**src/rtl/scara_stepper_driver.sv**
```systemverilog
// scara_stepper_driver: step/direction pulse generator for the two SCARA joint steppers.
// Optional Bresenham joint synchronisation is enabled by defining SCARA_STEP_SYNC_EN.
module scara_stepper_driver #(
    parameter int HALF_PERIOD = 2500,
    parameter int DIR_SETUP   = 50
) (
    input  logic       clk,
    input  logic       reset,
    input  logic [7:0] steps1,
    input  logic [7:0] steps2,
    input  logic       dir1,
    input  logic       dir2,
    input  logic       dataReady,
    input  logic       halt,
    output logic       step1,
    output logic       step2,
    output logic       dirOut1,
    output logic       dirOut2,
    output logic       busy,
    output logic       stepperReady
);
    localparam int HW = $clog2(HALF_PERIOD + 1);
    localparam int SW = $clog2(DIR_SETUP + 1);

    typedef enum logic [2:0] {IDLE, SETUP, HIGH, LOW, DONE} state_t;
    state_t state, nxt;

    logic [HW-1:0] ht;
    logic [SW-1:0] st;
    logic [7:0]    cnt1, cnt2, periods;
    logic          fire1, fire2, stop, started, boot, enter_high;

`ifdef SCARA_STEP_SYNC_EN
    logic [8:0] err, acc;
    logic [7:0] nmaj, nmin;
    logic       maj1, hit;
    // Joint 1 is the major joint on a tie; the minor joint fires when the accumulator overflows.
    always_comb begin
        maj1 = cnt1 >= cnt2;
        nmaj = maj1 ? cnt1 : cnt2;
        nmin = maj1 ? cnt2 : cnt1;
        acc  = err + {1'b0, nmin};
        hit  = acc >= {1'b0, nmaj};
    end
`endif

    always_ff @(posedge clk or negedge reset) begin
        if (!reset) state <= IDLE;
        else        state <= nxt;
    end

    always_comb begin
        nxt = state;
        case (state)
            IDLE:    nxt = !dataReady ? IDLE : ((steps1 | steps2) == 8'd0) ? DONE : SETUP;
            SETUP:   nxt = halt ? DONE : (st == '0) ? HIGH : SETUP;
            HIGH:    nxt = (ht == '0) ? LOW : HIGH;
            LOW:     nxt = (ht != '0) ? LOW : (stop || halt || periods == 8'd1) ? DONE : HIGH;
            DONE:    nxt = IDLE;
            default: nxt = IDLE;
        endcase
    end

    assign enter_high = (nxt == HIGH) && (state != HIGH);

    always_ff @(posedge clk or negedge reset) begin
        if (!reset) begin
            ht      <= '0;
            st      <= '0;
            cnt1    <= '0;
            cnt2    <= '0;
            periods <= '0;
            fire1   <= 1'b0;
            fire2   <= 1'b0;
            stop    <= 1'b0;
            started <= 1'b0;
            boot    <= 1'b0;
            dirOut1 <= 1'b0;
            dirOut2 <= 1'b0;
`ifdef SCARA_STEP_SYNC_EN
            err     <= '0;
`endif
        end else begin
            // Announce readiness once, on the first edge after reset release.
            started <= 1'b1;
            boot    <= ~started;
            if (state == IDLE && dataReady) begin
                cnt1    <= steps1;
                cnt2    <= steps2;
                periods <= (steps1 >= steps2) ? steps1 : steps2;
                dirOut1 <= dir1;
                dirOut2 <= dir2;
                stop    <= 1'b0;
                st      <= SW'(DIR_SETUP - 1);
`ifdef SCARA_STEP_SYNC_EN
                err     <= '0;
`endif
            end
            if (state == SETUP) st <= st - SW'(1);
            // A halt seen mid-period lets the current pulse finish cleanly.
            if ((state == HIGH || state == LOW) && halt) stop <= 1'b1;
            if (nxt == HIGH || nxt == LOW) ht <= (nxt != state) ? HW'(HALF_PERIOD - 1) : ht - HW'(1);
            if (state == LOW && ht == '0 && periods != 8'd0) periods <= periods - 8'd1;
            if (enter_high) begin
`ifdef SCARA_STEP_SYNC_EN
                fire1 <= maj1 | hit;
                fire2 <= ~maj1 | hit;
                err   <= hit ? acc - {1'b0, nmaj} : acc;
`else
                fire1 <= cnt1 != 8'd0;
                fire2 <= cnt2 != 8'd0;
                if (cnt1 != 8'd0) cnt1 <= cnt1 - 8'd1;
                if (cnt2 != 8'd0) cnt2 <= cnt2 - 8'd1;
`endif
            end
        end
    end

    assign step1        = (state == HIGH) && fire1;
    assign step2        = (state == HIGH) && fire2;
    assign busy         = state inside {SETUP, HIGH, LOW};
    assign stepperReady = (state == DONE) || boot;
endmodule

```
**config.mk**
```make
export PLATFORM = sky130hd
export DESIGN_NAME = scara_stepper_driver
export DESIGN_NICKNAME = d
export VERILOG_FILES = /design/src/rtl/scara_stepper_driver.sv
export SDC_FILE = /design/constraint.sdc
export NUM_CORES = 1
export LEC_CHECK = 0
export ABC_AREA = 1
export CELL_PAD_IN_SITES_DETAIL_PLACEMENT = 0
export CELL_PAD_IN_SITES_GLOBAL_PLACEMENT = 2
export CORE_ASPECT_RATIO = 0.5
export CORE_MARGIN = 5
export CORE_UTILIZATION = 34
export DETAILED_ROUTE_END_ITERATION = 6
export PLACE_DENSITY = 0.8
export SYNTH_ARGS = -nofsm -noshare
export SYNTH_HDL_FRONTEND = slang
export SYNTH_SLANG_ARGS = --single-unit
```
**constraint.sdc**
```tcl
create_clock -name clk -period 2.15 [get_ports clk]
set_input_delay 0.3225 -clock clk [delete_from_list [all_inputs] [get_ports clk]]
set_output_delay 0.3225 -clock clk [all_outputs]
set_load 0.03 [all_outputs]
```
# Yosys cells after proc, flatten, opt, wreduce, memory -nomap -nowiden

Index checks and enable logic that the tools add are counted.

Shift-type cells: 0
Reductions and logical operators: 24
Add/subtract/negate cells: 5
Order comparisons: 1
Multiply operators: 0
Eq/ne operators: 9
Multiplexer cells: 22
Bitwise operators: 2
Div/mod/pow operators: 0

Operators with widths:

| operator                                                             | count |
|---|---|
| 8-bit two-way mux                                                    | 9 |
| 8-bit nonzero test                                                   | 3 |
| 8-bit by 1-bit subtractor with 8-bit output, second input constant   | 3 |
| 3-bit two-way mux                                                    | 5 |
| 3-bit by 2-bit == test with 1-bit output, second input constant      | 4 |
| 12-bit zero test                                                     | 1 |
| 12-bit two-way mux                                                   | 1 |
| 6-bit two-way mux                                                    | 2 |
| 3-bit case mux with 4 select lines                                   | 1 |
| 12-bit nonzero test                                                  | 1 |
| 12-bit by 1-bit subtractor with 12-bit output, second input constant | 1 |
| 8-bit by 1-bit == test with 1-bit output, second input constant      | 1 |
| 8-bit >= comparator                                                  | 1 |
| 8-bit zero test                                                      | 1 |
| 8-bit OR                                                             | 1 |
| 1-bit logical AND                                                    | 7 |
| 6-bit zero test                                                      | 1 |
| 2-bit nonzero test                                                   | 3 |
| 6-bit by 1-bit subtractor with 6-bit output, second input constant   | 1 |
| 1-bit logical OR                                                     | 5 |
| 3-bit by 1-bit == test with 1-bit output, second input constant      | 1 |
| 3-bit == test, second input constant                                 | 1 |
| 3-bit zero test                                                      | 1 |
| 1-bit two-way mux                                                    | 3 |
| 5 further kinds                                                      | 5 |

Bits of input ports: 22
Bits in latches: 0
Register bits: 52
Output and inout bits: 6
Memories kept: 0
Memory bits (writable): 0
Logic and storage cells: 76
Memory bits (read-only): 0

# Logic depth before layout (Yosys ltp)

Depth in word-level cells: 8
Gate-level depth with buffers: 15
Depth with buffers taken out: 14

# Worst setup path before layout

Ideal clock, no wire load.

Kind: input to register
From: input port steps2[3]
To: register periods[4]
Stages: 10
Library setup time: 0.121 ns
Data required time: 2.029 ns
Slack: 0.363 ns
Arrival time: 1.666 ns
Cells stage by stage: inv_1 > ha_1 > or2_2 > o21ai_0 > nand2_1 > nand3_1 > buf_2 > a21oi_1 > o21ai_0 > nand2_1

Word-level cells in the longest chain between the ends: 4

Ends and longest elaborated chain:

| item                   | RTL line | text |
|---|---|---|
| start: declaration     | 10       | `input logic [7:0] steps2,` |
| 8-bit >= comparator    | 90       | `periods <= (steps1 >= steps2) ? steps1 : steps2;` |
| 8-bit two-way mux      | 90       |  |
| 8-bit two-way mux      | 87       | `if (state == IDLE && dataReady) begin` |
| 8-bit two-way mux      | 103      | `if (state == LOW && ht == '0 && periods != 8'd0) periods <= periods - 8'd1;` |
| end signal: assignment | 90       |  |
| end signal: assignment | 103      |  |
| end: declaration       | 30       | `logic [7:0] cnt1, cnt2, periods;` |

Every way passes these cells. The select of a mux whose other input is x is not followed.
A chain may end at the register's enable or synchronous reset.

# Worst setup path after layout

From: register state[0]
To: output port stepperReady

Word-level cells in the longest chain between the ends: 2

Ends and longest elaborated chain:

| item                     | RTL line | text |
|---|---|---|
| start: declaration       | 26       | `state_t state, nxt;` |
| start signal: assignment | 49       | `else state <= nxt;` |
| 3-bit == test            | 122      | `assign stepperReady = (state == DONE) \|\| boot;` |
| 1-bit logical OR         | 122      |  |
| end: declaration         | 20       | `output logic stepperReady` |

Every way passes these cells.

==> metrics.cfg <==
[clock_network]
clock_path_buffers = 2
clock_tree.htree_level_count = 2
clk_pin_slew_worst_paths_ns = 0.07
cts.sink_count = 52
tritoncts = done
clkLatencyLatePin_ns = 0.30
cts_buffers = 5
cts_root_buf = clkbuf_16

[power_and_ir_drop]
power_per_cell_area_nw_per_um2 = 1040
ir_drop_mv = 0.339
leakage_nw = 2.36

[global_routing]
wire_length_of_the_first_global_routing_pass_microns = 16600
grt_util_all_layers = 0.149
grt_overflow_total = 0
first_global_vias = 3334
grt_start_max_net_pins = 53
initial_antenna_violation_count = 0

[die]
initial_core_util = 0.346
die_height_microns = 84.5
dieWidth_microns = 159
boundary_pin_count = 28
fp-row-count = 27
area_of_the_placeable_core_sq_um = 10900
die_area_sq_um = 13400

[critical_path]
critical_path_buf_inv_count = 1
cp-end-kind = output port
critPathTopFamily = buffers and inverters
critPathMaxFanout = 5
startpoint_type = register
crit_cells = 3
highest_cell_delay_on_the_worst_timing_path_ns = 0.66
timing.critical_path.arrival_ns = 1.74
criticalPathCategory = register to output port
timing.reg2reg.worst_path_depth = 12
critical_path_s_slowest_cell = clkdlybuf4s50_1
path_cells = nor2_2 > a21o_1 > clkdlybuf4s50_1
cp_data_required_time_ns = 1.83

[route]
m1WireLength_microns = 5060
wl_met3_microns = 229
vias = 3394
wl_met2_microns = 4250
remaining_drc_errors = 0
detailedRoute.firstPassIterationCount = 4
maxUsedRoutingLayer = met4
routedWlPerCell_microns = 12.9
drt-initial-drc-count = 181
detail_route.vias_per_cell = 4.56
overall_routed_net_length_microns = 9630
remaining_antenna_violation_count = 0

[layout]
final-instance-count-excl-fill = 745
layout.cells.most_common = nand2_1
num-nets-final = 647
post_route_cells_drive_above_1_share = 0.132
design_area_final_sq_um = 4690
area_delta_synth_final_pct = 24.3
num_antenna_cells = 0
layout.cells.most_common_list = nand2_1, inv_1, nor2_1, dfrtp_1, buf_4

[yosys]
yosys_warnings = 0
share_of_synthesized_registers_carrying_an_async_set_or_reset = 1.00
synth_enable_flop_cells = 0
synth-seq-cells = 52
yosys.cell_types.count = 38
synthesis.instances = 533
synth-main-ff-cell = dfrtp_1
synthesis.area_sq_um = 3770
syn_nets = 581
postSynthAreaPerCell_sq_um = 7.08
sequential_fraction_of_the_synthesis_area = 0.345

[sta]
hold_viol = 2
final.period_utilization = 0.961
finalClockSkew_ns = 0.00817
finalSetupViolCount = 0
final.hold.worst_slack_ns = -0.00451
max_freq_mhz = 484
layout_min_cycle_time_ns = 2.07
final_max_slew_viol_count = 0
final.setup.worst_slack_ns = 0.0831
tns_ns = 0
rsz0062_at_grt = true

[min_path]
min_path_type = input pin to asynchronous set/reset pin

[place]
post-dp-hpwl_microns = 7310
placed_cell_area_sq_um = 4480
portBuffers = 27
placement.setup.worst_slack_ns = -0.214
gpl.final_weighted_congestion = 0.807
placedCellCount = 734

[flow_run]
maxCapViolCount = 0

[status]
failed_checks = hold timing
run_status = finished with violations

[stage by stage]
step	util	total power, mW
floorplan	-	3.26
global placement	0.411	3.94
detailed placement	0.411	3.95
CTS	0.425	4.92
global route	0.430	5.41
finish	0.430	4.90
[metal layers]
| metal | vias up | global-route usage |
|---|---|---|
| li1 | 1834 | - |
| met1 | 1528 | 0.209 |
| met3 | 7 | 0.0265 |
| met5 | - | 0 |
| met4 | 0 | 0.0325 |
| met2 | 25 | 0.243 |
[power breakdown]
group          switching, mW  internal [mW]  leakage [nW]  total (mW)
sequential             0.341           1.33         0.641        1.67
combinational           1.34          0.951          1.64        2.29
clock                  0.389          0.550        0.0808       0.938
total                   2.07           2.83          2.36        4.90
[final timing paths]
kind | end | slack (ns) | from
max in group asynchronous | ht[0]$_DFFE_PN0P_ | 1.88 | reset
hold reg to reg | boot$_DFF_PN0_ | 0.39 | started$_DFF_PN0_
hold / removal | cnt2[7]$_DFF_PN0_ | -0.005 | reset
setup reg to reg | cnt2[1]$_DFF_PN0_ | 0.21 | ht[0]$_DFFE_PN0P_
setup / recovery | stepperReady | 0.08 | state[0]$_DFF_PN0_
min in group clk | boot$_DFF_PN0_ | 0.39 | started$_DFF_PN0_
[synth_stat cells, drive strengths merged (2+ instances only)]
cell type	count	area share
inv	72	0.072
nand4	18	0.030
nand2	157	0.16
nand3	41	0.059
dfrtp	52	0.34
nor3	6	0.011
xnor2	9	0.021
o21ai	43	0.057
a21oi	13	0.020
ha	26	0.086
o211ai	2	0.0040
buf	11	0.018
or2	3	0.0050
o22ai	2	0.0033
o21bai	3	0.0060
nor2	59	0.066
xor2	8	0.019
[flip-flops by register name (all words and copies together) (netlist names), 3 cells and up]
name / cells
ht: 12
cnt1: 8
cnt2: 8
periods: 8
st: 6
state: 3
[timing repair]
item | 4_1_cts | 5_1_grt
endpoints found under the setup margin | 2 | 26
buffers inserted | 0 | 3
pin swaps | 0 | 1
hold buffers | 0 | 0
gates resized for setup | 2 | 9
[logic make-up (layout without fill, tap and decap cells)]
group	Yosys count	count (layout)	synth area share
xor gates and xnor gates	17	17	0.0395
buffers and inverters	84	151	0.0908
AOI/OAI and AO/OA	66	66	0.0972
and+or+nand+nor	287	287	0.341
adders and majority gates	26	26	0.0862
other	1	1	0.000994
DFF	52	52	0.345
[cell type report]
cell class	instances	area, sq um
fill	1155	6220
multi-input combinational	397	2150
sequential	52	1300
timing repair buffer	71	622
inverter	72	270
tap	145	181
clock buffer	6	129
clock inverter	2	35.0
Power figures use the tool's default switching activity.
